===== src/rtl/plot_pkg.sv =====
// Shared types and defaults for the VGA pixel-write queue: coordinate widths,
// screen defaults, FSM state encoding and the packed pixel record.
package plot_pkg;

   localparam int COORD_W  = 8;
   localparam int COLOUR_W = 9;
   localparam int PIX_W    = 2 * COORD_W + COLOUR_W;

   localparam int                  DEF_SCREEN_W  = 160;
   localparam int                  DEF_SCREEN_H  = 120;
   localparam logic [COLOUR_W-1:0] DEF_BG_COLOUR = 9'h000;

   typedef enum logic {
      ST_DRAIN = 1'b0,
      ST_CLEAR = 1'b1
   } state_t;

   typedef struct packed {
      logic [COORD_W-1:0]  x;
      logic [COORD_W-1:0]  y;
      logic [COLOUR_W-1:0] colour;
   } pixel_t;

endpackage


===== src/rtl/plot_fifo.sv =====
// Synchronous DEPTH-entry pixel FIFO (DEPTH a power of two) with occupancy
// count. Pushes when full and pops when empty are ignored.
module plot_fifo
   import plot_pkg::*;
#(
   parameter int DEPTH = 8
) (
   input  logic                     clk,
   input  logic                     reset,
   input  logic                     push,
   input  logic                     pop,
   input  logic [PIX_W-1:0]         din,
   output logic [PIX_W-1:0]         dout,
   output logic                     full,
   output logic                     empty,
   output logic [$clog2(DEPTH):0]   count
);

   localparam int AW    = $clog2(DEPTH);
   localparam int CNT_W = AW + 1;

   logic [PIX_W-1:0] mem [DEPTH];
   logic [AW-1:0]    wr_ptr;
   logic [AW-1:0]    rd_ptr;
   logic             do_push;
   logic             do_pop;

   assign do_push = push && !full;
   assign do_pop  = pop && !empty;
   assign full    = (count == CNT_W'(DEPTH));
   assign empty   = (count == '0);
   assign dout    = mem[rd_ptr];

   // NOTE: the storage array has no reset; only pointers and count define
   // validity, which keeps the array as plain RAM/regfile without reset muxes.
   always_ff @(posedge clk) begin
      if (do_push) mem[wr_ptr] <= din;
   end

   // NOTE: sequential state uses non-blocking assignments so every register
   // samples pre-edge values regardless of statement order.
   always_ff @(posedge clk or posedge reset) begin
      if (reset) begin
         wr_ptr <= '0;
         rd_ptr <= '0;
         count  <= '0;
      end else begin
         if (do_push) wr_ptr <= wr_ptr + 1'b1;
         if (do_pop)  rd_ptr <= rd_ptr + 1'b1;
         case ({do_push, do_pop})
            2'b10:   count <= count + 1'b1;
            2'b01:   count <= count - 1'b1;
            default: ;
         endcase
      end
   end

endmodule


===== src/rtl/vga_plot_queue.sv =====
// Pixel-write queue feeding the VGA adapter: buffers (x,y,colour) writes and
// drains one per clock, with a full-screen background sweep on clear_req.
// Optional define PLOT_DEDUP_EN drops writes identical to the last pushed one.
module vga_plot_queue
   import plot_pkg::*;
#(
   parameter int                  DEPTH     = 8,
   parameter int                  SCREEN_W  = DEF_SCREEN_W,
   parameter int                  SCREEN_H  = DEF_SCREEN_H,
   parameter logic [COLOUR_W-1:0] BG_COLOUR = DEF_BG_COLOUR
) (
   input  logic                clk,
   input  logic                reset,
   input  logic                in_valid,
   output logic                in_ready,
   input  logic [COORD_W-1:0]  in_x,
   input  logic [COORD_W-1:0]  in_y,
   input  logic [COLOUR_W-1:0] in_colour,
   input  logic                clear_req,
   input  logic                hold,
   output logic                clear_busy,
   output logic                plot,
   output logic [COORD_W-1:0]  x_out,
   output logic [COORD_W-1:0]  y_out,
   output logic [COLOUR_W-1:0] colour_out
);

   localparam int                 CNT_W  = $clog2(DEPTH) + 1;
   localparam logic [COORD_W-1:0] X_LIM  = COORD_W'(SCREEN_W);
   localparam logic [COORD_W-1:0] Y_LIM  = COORD_W'(SCREEN_H);
   localparam logic [COORD_W-1:0] X_LAST = COORD_W'(SCREEN_W - 1);
   localparam logic [COORD_W-1:0] Y_LAST = COORD_W'(SCREEN_H - 1);

   state_t             state, state_nxt;
   logic [COORD_W-1:0] sx, sy;
   pixel_t             in_pix, head, out_pix, pix_nxt;
   logic [PIX_W-1:0]   fifo_dout;
   logic               fifo_full, fifo_empty, fifo_push, fifo_pop;
   logic [CNT_W-1:0]   fifo_count;
   logic               in_range, is_dup;
   logic               start_clear, sweep_adv, sweep_last, plot_nxt;

   assign in_pix     = {in_x, in_y, in_colour};
   assign head       = pixel_t'(fifo_dout);
   assign in_ready   = (fifo_count != CNT_W'(DEPTH));
   assign in_range   = (in_x < X_LIM) && (in_y < Y_LIM);
   assign fifo_push  = in_valid && !fifo_full && in_range && !is_dup;
   assign sweep_last = (sx == X_LAST) && (sy == Y_LAST);
   assign clear_busy = (state == ST_CLEAR);

   plot_fifo #(.DEPTH(DEPTH)) u_fifo (
      .clk   (clk),
      .reset (reset),
      .push  (fifo_push),
      .pop   (fifo_pop),
      .din   (in_pix),
      .dout  (fifo_dout),
      .full  (fifo_full),
      .empty (fifo_empty),
      .count (fifo_count)
   );

`ifdef PLOT_DEDUP_EN
   logic   last_valid;
   pixel_t last_pix;

   assign is_dup = last_valid && (in_pix == last_pix);

   // Entering CLEAR invalidates even if a push lands in the same cycle.
   always_ff @(posedge clk or posedge reset) begin
      if (reset) begin
         last_valid <= 1'b0;
         last_pix   <= '0;
      end else if (start_clear) begin
         last_valid <= 1'b0;
      end else if (fifo_push) begin
         last_valid <= 1'b1;
         last_pix   <= in_pix;
      end
   end
`else
   assign is_dup = 1'b0;
`endif

   always_ff @(posedge clk or posedge reset) begin
      if (reset) state <= ST_DRAIN;
      else       state <= state_nxt;
   end

   always_comb begin
      state_nxt = state;
      case (state)
         ST_DRAIN: if (clear_req) state_nxt = ST_CLEAR;
         ST_CLEAR: if (!hold && sweep_last) state_nxt = ST_DRAIN;
         default:  state_nxt = ST_DRAIN;
      endcase
   end

   // NOTE: every output of this block gets a default first, so no path can
   // leave a signal unassigned and infer a latch.
   always_comb begin
      fifo_pop    = 1'b0;
      start_clear = 1'b0;
      sweep_adv   = 1'b0;
      plot_nxt    = 1'b0;
      pix_nxt     = out_pix;
      case (state)
         ST_DRAIN: begin
            if (clear_req) begin
               start_clear = 1'b1;
            end else if (!hold && !fifo_empty) begin
               fifo_pop = 1'b1;
               plot_nxt = 1'b1;
               pix_nxt  = head;
            end
         end
         ST_CLEAR: begin
            if (!hold) begin
               sweep_adv = 1'b1;
               plot_nxt  = 1'b1;
               pix_nxt   = '{x: sx, y: sy, colour: BG_COLOUR};
            end
         end
         default: ;
      endcase
   end

   // Raster sweep counters; sy overshoots after the last pixel but is
   // reloaded on the next clear entry.
   always_ff @(posedge clk or posedge reset) begin
      if (reset) begin
         sx <= '0;
         sy <= '0;
      end else if (start_clear) begin
         sx <= '0;
         sy <= '0;
      end else if (sweep_adv) begin
         if (sx == X_LAST) begin
            sx <= '0;
            sy <= sy + 1'b1;
         end else begin
            sx <= sx + 1'b1;
         end
      end
   end

   always_ff @(posedge clk or posedge reset) begin
      if (reset) begin
         plot    <= 1'b0;
         out_pix <= '0;
      end else begin
         plot    <= plot_nxt;
         out_pix <= pix_nxt;
      end
   end

   assign x_out      = out_pix.x;
   assign y_out      = out_pix.y;
   assign colour_out = out_pix.colour;

endmodule


===== config.mk =====
export PLATFORM = sky130hd
export DESIGN_NAME = vga_plot_queue
export DESIGN_NICKNAME = d
export VERILOG_FILES = /design/src/rtl/plot_pkg.sv /design/src/rtl/plot_fifo.sv /design/src/rtl/vga_plot_queue.sv
export SDC_FILE = /design/constraint.sdc
export NUM_CORES = 1
export LEC_CHECK = 0
export ABC_CLOCK_PERIOD_IN_PS = 4080
export CAP_MARGIN = 20
export CORE_MARGIN = 2
export CORE_UTILIZATION = 40
export DETAILED_ROUTE_END_ITERATION = 6
export SLEW_MARGIN = 10
export SYNTH_ARGS = -nofsm -noshare
export SYNTH_HDL_FRONTEND = slang
export SYNTH_HIERARCHICAL = 1
export SYNTH_SLANG_ARGS = --single-unit

===== constraint.sdc =====
create_clock -name clk -period 4.08 [get_ports clk]
set_input_delay 0.408 -clock clk [delete_from_list [all_inputs] [get_ports clk]]
set_output_delay 0.408 -clock clk [all_outputs]
set_load 0.02 [all_outputs]

==> results.cfg, run 1 <==
[run_status]
status = completed

[sta]
setup_slack_ns = 0.812
setup_viol_count_final = 0
finalHoldViolCount = 0
drv_slew = 0
slew_headroom_pct = 35.7
setup-tns-final_ns = 0
fin_skew_ns = 0.0111
fmax_mhz = 306
fin_crit_sh_pct = 80.1
grt_setup_unrepaired = false
worst_hold_slack_ns = 0.243
tightestPinTransition_ns = 0.964
period_needed_ns = 3.27

[critical_path]
crit_family = simple AND/OR/NAND/NOR gates
crit_path_max_fanout = 9
ff2ff_setup_slack_ns = 0.81
worst-path-buf-inv = 1
cp-endpoint = u_fifo/count[3]
cp.arrival_ns = 3.67
crit_slowest_cell = nor4_1
max_stage_delay_ns = 0.68
path_cells = nor4_1 > nor4_4 > o41ai_1 > inv_1 > ha_1 > ha_1 > or4b_2 > o311ai_0 > o211ai_1
worst-path-stages = 9
reg2reg_depth = 9
cp_common_cell = ha_1
cp.required_ns = 4.48
end_kind = flop
r2r-end = u_fifo/count[3]
critPathLaunch = u_fifo/count[0]
critPathKind = reg2reg
r2r-start = u_fifo/count[0]
start_kind = flop

[clocking]
clock-root-buffer = clkbuf_16
cts_setup_buffers = 0
cts_made_buffers = 26
clk_pin_slew_ns = 0.06
clkLatencyLatePin_ns = 0.53
cts.path.max_buffers = 3
numClockSinks = 253
htree_levels = 1
cts_resized = 0
tritoncts = built
ctsHoldBuffers = 0

[flow_run]
drv_cap = 0

[floorplan]
fp.dieArea_mm2 = 0.0274
rows = 59
die_h_um = 166
initial_core_util_pct = 40.4
ioPinCount = 58
core_mm2 = 0.0258
die_x_um = 166

[synthesis]
synth_flop_cell = edfxtp_1
syn-num-nets = 588
synthCells = 550
async_flop_share_pct = 20.9
synth_seq_cells = 253
yosys_warnings = 6
synth_top_area_share_pct = 57.5
ys_types = 54
yosysSeqAreaShare_pct = 70.2
syn_area_per_cell_um2 = 19.0
syn_area_mm2 = 0.0104
yosysTopAreaCell = edfxtp_1
synth-edff-count = 200
synth.area.top_cells = edfxtp_1, dfrtp_1, mux4_1

[routing]
initialDrtViolationCount = 337
routedWlPerCell_um = 20.9
num_vias = 5219
routed_wl_um = 20600
firstDrtPassIters = 5
ant_nets = 0
drc = 0
viasPerCell = 5.29

[cells_and_area]
drive_gt1_share_pct = 18.4
final_util_pct = 48.3
fin_nets = 670
final_area_mm2 = 0.0125
syn_to_final_growth_pct = 19.5
diodes = 0

[placed_design]
dp_hpwl_um = 12600
post-place-ws_ns = 0.571
port_buffers = 57
dpl-instance-area_mm2 = 0.0115
place.gp.congestion = 0.750

[power]
leakage_nw = 4.42
ir_worst_vdd_v = 0.000299
cellPowerDensity_mw_per_mm2 = 500

[global_route]
grt_max_degree = 44
grt_pass1_vias = 5453
grt_pass1_wl_um = 31800
antenna_found_initial = 0
gr-total-overflow = 0
grt_usage_pct = 15.5

[min_path]
hold_class = in2async
==> final cells by class <==
class | count | area [um2]
inverter | 12 | 45.0
sequential | 253 | 7340
fill | 2168 | 13400
timing repair buffer | 80 | 793
multi-input combinational | 259 | 2930
tap | 335 | 419
clock buffer | 37 | 752
clock inverter | 11 | 198
==> worst reg2reg max path, cell delays in order (launching register included) <==
cell and delay (ns):
dfrtp_1 0.47, nor4_1 0.68, nor4_4 0.07, o41ai_1 0.15
inv_1 0.18, ha_1 0.33, ha_1 0.38, or4b_2 0.62
o311ai_0 0.13, o211ai_1 0.12
==> sequential cells by signal, summed over array words and instances (netlist names) <==
name	flops
clear_busy	1
colour_out	9
plot	1
sx	8
sy	8
u_fifo/count	4
u_fifo/mem	200
u_fifo/rd_ptr	3
u_fifo/wr_ptr	3
x_out	8
y_out	8
==> cells by family after synthesis <==
family                     synth area share, %
AOI/OAI and AO/OA                         3.02
xor gates and xnor gates                  1.17
adders and majority gates                 1.03
buffers and inverters                     1.93
DFF                                       70.2
muxes                                     17.2
and+or+nand+nor                           5.41
==> stage by stage <==
stage | total power [mW] | instances
2_1_floorplan | 3.49 | 550
3_3_place_gp | 3.71 | 937
3_5_place_dp | 3.74 | 937
4_1_cts | 6.30 | 985
5_1_grt | 6.47 | 987
6_report | 6.24 | 987
==> placed cells by master, fill, tap and decap left out, types with 2 or more instances in the layout <==
master           synthesis  final
or4b_2                   2      2
clkbuf_16                0     26
dfrtp_1                 53     50
nor3_2                   0      2
bufinv_16                0      5
a21o_1                   2      2
xor2_1                   3      3
nand4_1                  5      5
or3_1                    2      2
a22o_1                  10     10
clkdlybuf4s50_1          0     57
nor3b_1                  2      2
a21oi_1                  5      5
nand2b_1                 3      3
nor2_1                  20     14
buf_4                    0     19
nor4_2                   4      4
clkbuf_1                12      5
nor3_1                   4      2
xnor2_1                 11     11
nor4_1                   2      2
mux4_1                  49     49
inv_1                   12     11
nor2b_1                  2      2
clkinv_2                 0      3
dfrtp_2                  0      3
edfxtp_1               200    200
mux2_2                  27     27
buf_12                   0      4
nor4_4                   2      2
ha_1                     7      7
o21ai_0                 22     22
nor2_2                   1      7
clkbuf_8                 0      6
nand2_1                 27     27
nand3_1                  7      7
mux2i_1                 18     18
==> worst min path at each step <==
stage	start	to
2_1_floorplan	reset	u_fifo/count[0]
3_3_place_gp	x_out[6]	x_out[6]
3_5_place_dp	x_out[2]	x_out[2]
4_1_cts	reset	u_fifo/count[0]
5_1_grt	reset	y_out[5]
6_report	reset	y_out[7]
==> cells in the mapped netlist (all sizes together) (2+ instances only) <==
library cell and count:
nor3b 2, xor2 3, xnor2 11, nand2b 3, nor2 21, a21o 2, or4b 3, mux2i 18
o21ai 23, nor2b 2, edfxtp 200, clkbuf 13, nor4 8, nand2 27, dfrtp 53, mux4 50
or3 2, nand4 6, ha 7, buf 13, mux2 27, inv 12, a21oi 5, nand3 7
a22o 10, nor3 5
==> routing by layer <==
metal	GRT usage, %	vias to the layer above	wire, um
met5	0	-	0
li1	-	2404	-
met3	2.45	32	1260
met1	21.6	2639	8920
met2	25.9	144	10000
met4	3.80	0	433
==> power breakdown <==
group | switching (mW) | total (mW) | internal [mW]
clock | 0.948 | 2.55 | 1.60
combinational | 0.313 | 0.597 | 0.283
sequential | 0.138 | 3.10 | 2.96
No activity file was read; power rests on OpenSTA's default activity.
==> run 2, diff against run 1 <==
--- a/config.mk
+++ b/config.mk
@@ -5,7 +5,7 @@
 export SDC_FILE = /design/constraint.sdc
 export NUM_CORES = 1
 export LEC_CHECK = 0
-export ABC_CLOCK_PERIOD_IN_PS = 4080
+export ABC_CLOCK_PERIOD_IN_PS = 2920
 export CAP_MARGIN = 20
 export CORE_MARGIN = 2
 export CORE_UTILIZATION = 40
==> constraint.sdc (replaced) <==
create_clock -name clk -period 2.92 [get_ports clk]
set_input_delay 0.292 -clock clk [delete_from_list [all_inputs] [get_ports clk]]
set_output_delay 0.292 -clock clk [all_outputs]
set_load 0.02 [all_outputs]
==> run 2 against run 1 <==
  * Final cell count up 2.1%
  * Sequential cell count unchanged
  * Maximum frequency up 16%
  * Clock power up 27%
  * Setup slack worse by 0.72 ns
  * Utilization up 0.69 points
  * Design area up 1.4%
  * Die area unchanged
  * Sequential power up 38%
  * Critical path depth up 3
  * Highest routed layer unchanged
  * Largest cell class unchanged
  * Critical path type unchanged
  * First-iteration DRC count up 10%
==> results.cfg, run 2 (synthesis results as in run 1) <==
[clocking]
numClockSinks = 253
clk_pin_slew_ns = 0.06
htree_levels = 1
clkLatencyLatePin_ns = 0.52
cts.path.max_buffers = 3
cts_made_buffers = 26
clock-root-buffer = clkbuf_16
tritoncts = built
ctsHoldBuffers = 0

[global_route]
grt_usage_pct = 15.9
antenna_found_initial = 0
gr-total-overflow = 0
grt_pass1_wl_um = 32500
grt_pass1_vias = 5583
grt_max_degree = 53

[critical_path]
start_kind = flop
cp.required_ns = 3.35
reg2reg_depth = 12
ff2ff_setup_slack_ns = 0.1
critPathKind = reg2reg
r2r-end = u_fifo/count[3]
r2r-start = u_fifo/count[0]
end_kind = flop
crit_path_max_fanout = 8
cp.arrival_ns = 3.26

[power]
leakage_nw = 4.50
p_int_mw = 6.57
clock_power_share_pct = 38.0
power.switching_mw = 1.99
pwr-share-seq_pct = 50.1
p_comb_share_pct = 11.9
cellPowerDensity_mw_per_mm2 = 677
swShare_pct = 23.2
total_power_mw = 8.56
ir_worst_vdd_v = 0.000456

[sta]
worst_hold_slack_ns = 0.143
setup-tns-final_ns = 0
fin_skew_ns = 0.0183
fmax_mhz = 354
finalHoldViolCount = 0
slew_headroom_pct = 57.6
fin_crit_sh_pct = 96.7
period_needed_ns = 2.82
setup_viol_count_final = 0
tightestPinTransition_ns = 0.634
setup_slack_ns = 0.0954
drv_slew = 0

[cells_and_area]
fin_nets = 691
final_common_cell = edfxtp_1
layout_common_cells = edfxtp_1, clkdlybuf4s50_1, dfrtp_1
largest_reg_flops = 200
syn_to_final_growth_pct = 21.2
largest-register = u_fifo/mem
diodes = 0
final_util_pct = 49.0
drive_gt1_share_pct = 20.1
stdcell_count = 1008
final_area_mm2 = 0.0127

[routing]
viasPerCell = 5.30
initialDrtViolationCount = 372
routedWlPerCell_um = 21.1
drc = 0
routed_wl_um = 21300
firstDrtPassIters = 6
ant_nets = 0
num_vias = 5341

[flow_run]
drv_cap = 0

[floorplan]
ioPinCount = 58
initial_core_util_pct = 40.4
fp.dieArea_mm2 = 0.0274
die_h_um = 166
core_mm2 = 0.0258
rows = 59
die_x_um = 166

[placed_design]
post-place-ws_ns = -0.0665
dp_cells = 959
dp_hpwl_um = 12900
port_buffers = 57
place.gp.congestion = 0.816
dpl-instance-area_mm2 = 0.0118

[min_path]
hold_class = in2async

[run_status]
status = completed
## run 2: final cells by class
type | instances | area (um2)
clock buffer | 33 | 708
clock inverter | 15 | 139
fill | 2124 | 13200
inverter | 12 | 45.0
multi-input combinational | 259 | 2980
sequential | 253 | 7330
tap | 335 | 419
timing repair buffer | 101 | 1030
## run 2: power groups by stage
stage | clock (mW) | sequential [mW] | combinational, mW
final | 3.25 | 4.29 | 1.02
after global routing | 3.48 | 4.32 | 1.11
after CTS | 3.33 | 4.29 | 1.01
after detailed placement | 0 | 4.36 | 1.00
after global placement | 0 | 4.34 | 0.954
after floorplan | 0 | 4.36 | 0.527
## run 2: critical path, cell delays in order, from the launching register on
cell and delay (ns):
dfrtp_1 0.39, buf_4 0.17, nor4_4 0.29, buf_4 0.17, nor4_4 0.05, o41ai_2 0.08
inv_1 0.15, ha_2 0.23, buf_4 0.16, ha_1 0.30, a21oi_1 0.18, mux2_2 0.37
o211ai_1 0.18
## run 2: worst max path at each step
stage	start	endpoint	slack, ns
final	u_fifo/count[0]	u_fifo/count[3]	0.1
after global routing	u_fifo/count[0]	u_fifo/count[3]	-0.01
after CTS	u_fifo/count[0]	u_fifo/count[3]	0.02
after detailed placement	in_x[7]	u_fifo/count[3]	-0.07
after global placement	u_fifo/count[0]	u_fifo/count[3]	0.08
after floorplan	u_fifo/count[0]	u_fifo/count[3]	0.01
## run 2: routing by layer
layer	vias to the layer above	share of wire (%)	track usage [%]
met2	133	49	26.6
li1	2438	-	-
met4	0	1.5	3.64
met1	2741	44	21.8
met5	-	0	0
met3	29	4.7	2.80
## run 2: timing repair
action,4_1_cts,5_1_grt
pin swaps,0,3
setup endpoints to repair,1,1
gates resized for setup,1,4
setup buffers,0,1
==> run 3, diff against run 2 <==
--- a/config.mk
+++ b/config.mk
@@ -7,9 +7,12 @@
 export LEC_CHECK = 0
 export ABC_CLOCK_PERIOD_IN_PS = 2920
 export CAP_MARGIN = 20
+export CELL_PAD_IN_SITES_DETAIL_PLACEMENT = 0
+export CELL_PAD_IN_SITES_GLOBAL_PLACEMENT = 1
 export CORE_MARGIN = 2
 export CORE_UTILIZATION = 40
 export DETAILED_ROUTE_END_ITERATION = 6
+export PLACE_DENSITY_LB_ADDON = 0.3
 export SLEW_MARGIN = 10
 export SYNTH_ARGS = -nofsm -noshare
 export SYNTH_HDL_FRONTEND = slang
==> run 3 against run 2 <==
  * Clock power is 5% higher
  * Clock skew is 0.012 ns lower
  * Critical endpoint unchanged
  * Sequential power hardly changed
  * Sequential share of layout area is 0.31 points lower
  * Worst hold slack worse by 0.0034 ns
  * Total power is 1.5% higher
  * Via count is 0.94% higher
  * Design area is 0.53% higher
  * Utilization is 0.26 points higher
==> results.cfg, run 3 (synthesis results as in run 1) <==
[power]
power.switching_mw = 2.03
total_power_mw = 8.69
clock_power_share_pct = 39.1
swShare_pct = 23.3
p_comb_share_pct = 11.6
cellPowerDensity_mw_per_mm2 = 683
leakage_nw = 4.55
ir_worst_vdd_v = 0.000468
pwr-share-seq_pct = 49.3
p_int_mw = 6.66

[routing]
routedWlPerCell_um = 20.7
ant_nets = 0
routed_wl_um = 21000
drc = 0
firstDrtPassIters = 6
viasPerCell = 5.32
num_vias = 5391
initialDrtViolationCount = 399

[floorplan]
fp.dieArea_mm2 = 0.0274
ioPinCount = 58
initial_core_util_pct = 40.4
die_h_um = 166
die_x_um = 166
rows = 59
core_mm2 = 0.0258

[cells_and_area]
syn_to_final_growth_pct = 21.9
final_common_cell = edfxtp_1
stdcell_count = 1014
largest_reg_flops = 200
final_area_mm2 = 0.0127
layout_common_cells = edfxtp_1, clkdlybuf4s50_1, dfrtp_1
largest-register = u_fifo/mem
fin_nets = 696
diodes = 0
drive_gt1_share_pct = 21.4
final_util_pct = 49.2

[critical_path]
critPathLaunch = u_fifo/count[0]
cp.required_ns = 3.33
cp-endpoint = u_fifo/count[3]
crit_path_max_fanout = 5
critPathKind = reg2reg
reg2reg_depth = 10
start_kind = flop
r2r-end = u_fifo/count[3]
r2r-start = u_fifo/count[0]
ff2ff_setup_slack_ns = 0.13
cp.arrival_ns = 3.20
end_kind = flop

[sta]
finalHoldViolCount = 0
fin_crit_sh_pct = 95.6
tightestPinTransition_ns = 0.570
setup-tns-final_ns = 0
worst_hold_slack_ns = 0.139
slew_headroom_pct = 62.0
setup_slack_ns = 0.130
grt_setup_unrepaired = false
setup_viol_count_final = 0
period_needed_ns = 2.79
fin_skew_ns = 0.00598
fmax_mhz = 358
drv_slew = 0

[placed_design]
post-place-ws_ns = -0.0835
port_buffers = 57
dp_hpwl_um = 12900
dp_cells = 963
place.gp.congestion = 0.751
dpl-instance-area_mm2 = 0.0118

[clocking]
clock-root-buffer = clkbuf_16
clk_pin_slew_ns = 0.06
tritoncts = built
cts.path.max_buffers = 3
cts_made_buffers = 27
numClockSinks = 253
ctsHoldBuffers = 0
htree_levels = 1
clkLatencyLatePin_ns = 0.54

[global_route]
gr-total-overflow = 0
grt_pass1_vias = 5619
grt_max_degree = 53
antenna_found_initial = 0
grt_pass1_wl_um = 32700
grt_usage_pct = 15.9

[flow_run]
drv_cap = 0

[min_path]
hold_class = in2async

[run_status]
status = completed
run 3: critical path, cell delays in order, from the launching register on:
cell and delay [ns]:
dfrtp_1 0.38, or4b_4 0.58, inv_1 0.07, nor2_1 0.04, and4_1 0.19, nand2_1 0.09, ha_2 0.19, ha_1 0.24
or4b_2 0.62, o311ai_1 0.12, o211ai_1 0.13
run 3: timing repair:
item                       in CTS  in global routing
setup buffers                   0                  1
resized for setup               1                  2
setup endpoints to repair       1                  1
run 3: layout make-up:
type / instances / area, um2
fillers: 2153 / 13100
multi-input cells: 259 / 2970
well taps: 335 / 419
clock inverters: 13 / 153
flip-flops and latches: 253 / 7330
repair buffers: 105 / 1060
clock buffers: 37 / 743
inverters: 12 / 45.0
run 3: per-layer routing:
metal / vias to the layer above / share of wire (%) / GRT usage [%]
met5: - / 0 / 0
met4: 0 / 1.9 / 3.76
met3: 32 / 4.9 / 2.57
met2: 133 / 49 / 26.9
met1: 2768 / 44 / 21.8
li1: 2458 / - / -
run 3: power by group through the flow:
| stage | logic [mW] | clock network (mW) | registers, mW |
|---|---|---|---|
| 5_1_grt | 1.10 | 3.63 | 4.31 |
| 3_5_place_dp | 0.997 | 0 | 4.36 |
| 6_report | 1.00 | 3.40 | 4.28 |
| 2_1_floorplan | 0.527 | 0 | 4.36 |
| 3_3_place_gp | 0.965 | 0 | 4.34 |
| 4_1_cts | 1.01 | 3.48 | 4.29 |
run 3: worst min path at each step:
stage	from	endpoint	slack, ns	cells after the start
after floorplan	reset	u_fifo/count[0]	0.13	1
after global placement	x_out[4]	x_out[4]	0.46	2
after detailed placement	x_out[4]	x_out[4]	0.47	2
after CTS	reset	u_fifo/wr_ptr[1]	0.12	2
after global routing	reset	u_fifo/wr_ptr[2]	0.16	2
final	reset	u_fifo/count[2]	0.14	2
==> RTL edit, RTL diff (config.mk and constraints of run 1) <==
`COORD_W`: 8 -> 6.
--- a/src/rtl/plot_pkg.sv
+++ b/src/rtl/plot_pkg.sv
@@ -4,3 +4,3 @@
 
-   localparam int COORD_W  = 8;
+   localparam int COORD_W  = 6;
    localparam int COLOUR_W = 9;
Interface: changed (resized in_x, in_y, x_out and y_out); port bits go from 58 to 50. No check against the original RTL was run, so the function may have changed too.
==> RTL edit against run 1 <==
Design area down 16%; routed wire length down 13%; area after synthesis down 16%; worst setup slack better by 70 ps; sequential cell count down 40; total power down 13%; global-route usage about the same; non-clock buffer count down 12; clock skew about the same; critical endpoint unchanged.
==> RTL edit: results (changes against run 1) <==
Run status
  – Status: complete, no violations (unchanged)

Yosys
  – Sequential fraction of the synthesis area: 70.0% (was 70.2%)
  – Most frequent cells after synthesis: edfxtp_1 (168), dfrtp_1 (45), mux4_1 (38) (was edfxtp_1 (200), dfrtp_1 (53), mux4_1 (49))
  – Ranking of synthesized cells by area: edfxtp_1 (57%), dfrtp_1 (13%), mux4_1 (11%), mux2_2 (2.9%), mux2i_1 (1.7%) (was edfxtp_1 (58%), dfrtp_1 (13%), mux4_1 (12%), mux2_2 (2.9%), mux2i_1 (1.7%))
  – Synth Area in Adders: 1.22% (was 1.03%)
  – Share of flip-flops with an asynchronous set or reset: 21.1% (was 20.9%)
  – Compound-Gate Fraction of Synth Area: 3.22% (was 3.02%)
  – EDFF count, synth: 168 (was 200)
  – Yosys warning count: 6 (unchanged)
  – Post-synthesis xor/xnor area fraction: 1.09% (was 1.17%)
  – Mux contribution to synthesized area: 17.0% (was 17.2%)
  – Netlist cell types: 47 (was 54)
  – Syn_nets: 507 (was 588)

CTS
  – Clock Root Buffer: clkbuf_16 (unchanged)
  – Post-CTS setup buffer count: 0 (unchanged)
  – CTS buffer count: 23 (was 26)
  – Post_cts resized: 0 (unchanged)

Cells and area
  – Biggest register: u_fifo/mem (unchanged)
  – Filler cells: 1832 (was 2168)
  – Max reg flops: 168 (was 200)
  – Share of layout cells above drive strength 1: 17.3% (was 18.4%)
  – Ant. Diodes: 0 (unchanged)
  – Total Nets Final: 578 (was 670)

Global route
  – Vias in the first global route: 4776 (was 5453)
  – First-pass GRT wire length: 27800 µm (was 31800 µm)
  – GRT Util Overall: 15.5% (about the same)
  – Largest net degree at the start of global routing: 45 (was 44)

Setup path
  – Reg2Reg Depth: 11 (was 9)
  – Reg2Reg Setup Slack: 880 ps (was 810 ps)
  – Critical path's largest stage delay: 620 ps (was 680 ps)
  – Worst EP arrival: 3590 ps (was 3670 ps)
  – Slowest-stage cell, CP: or4b_2 (was nor4_1)
  – Critical Path Fanout Max: 9 (unchanged)

Placed design
  – HPWL after detailed placement: 11300 µm (was 12600 µm)
  – Port Buffer Count: 49 (was 57)
  – Final GP Congestion: 0.809 (was 0.750)

Power and ir drop
  – Cell leakage power: 3.73 nW (was 4.42 nW)
  – Peak supply drop: 0.354 mV (was 0.299 mV)
  – Internal: 4.09 mW (was 4.84 mW)

Routing
  – Routed WL: 17900 µm (was 20600 µm)
  – DR pass1 iterations: 4 (was 5)
  – Vias: 4560 (was 5219)
  – DR iter-0 viols: 301 (was 337)

STA
  – Max transition margin: 44.2% (was 35.7%)
  – Setup Skew: 11.0 ps (was 11.1 ps)
[RTL edit: worst max-delay path, delay by kind of cell, from the launching register on]
| kind | cells | cell delay (ps) |
|---|---|---|
| and+or+nand+nor | 5 | 1520 |
| adders and majority gates | 2 | 690 |
| DFF | 1 | 470 |
| AOI/OAI and AO/OA | 3 | 320 |
| buffers and inverters | 1 | 70 |
[RTL edit: stage by stage]
stage,std cells,cell area [µm²],hold slack [ps],setup WS [ps],util [%]
after CTS,840,10500,249,910,48.1
after floorplan,473,8810,248,953,-
after global routing,840,10500,308,634,48.1
final,840,10500,261,882,48.1
after global placement,799,9720,463,819,44.7
after detailed placement,799,9720,471,690,44.7
[RTL edit: layer usage]
| metal | global-route usage [%] | up-vias | share of wire (%) |
|---|---|---|---|
| met4 | 3.92 | 0 | 2.3 |
| met5 | 0 | - | 0 |
| met1 | 20.1 | 2335 | 43 |
| met3 | 2.82 | 30 | 4.7 |
| li1 | - | 2062 | - |
| met2 | 27.3 | 133 | 50 |
[RTL edit: how the worst max path moves through the flow]
stage,slack [ps],end,from
finish,880,u_fifo/count[3],u_fifo/count[0]
global route,630,u_fifo/count[3],u_fifo/count[0]
CTS,910,u_fifo/count[3],u_fifo/count[0]
detailed placement,690,u_fifo/count[3],clear_req
global placement,820,u_fifo/count[3],clear_req
floorplan,950,u_fifo/mem[1][0],u_fifo/count[3]
[RTL edit: layout make-up]
class	instances	area share [%]
flip-flops and latches	213	58.9
inverters	9	0.323
multi-input cells	229	23.8
clock inverters	18	1.73
clock buffers	23	5.49
repair buffers	68	6.40
well taps	280	3.34
[RTL edit: cell families (layout without fill, tap and decap cells)]
| kind of cell | Yosys count | in the layout |
|---|---|---|
| AOI/OAI and AO/OA | 43 | 43 |
| buffers and inverters | 31 | 118 |
| adders and majority gates | 8 | 8 |
| xor gates and xnor gates | 11 | 11 |
| muxes | 80 | 80 |
| DFF | 213 | 213 |
| and+or+nand+nor | 87 | 87 |
[RTL edit: power groups by stage]
stage	clock (mW)	combinational [mW]	sequential (mW)
5_1_grt	2.19	0.735	2.73
4_1_cts	2.11	0.679	2.70
6_report	2.06	0.670	2.70
2_1_floorplan	0	0.412	2.72
3_3_place_gp	0	0.654	2.73
3_5_place_dp	0	0.674	2.74
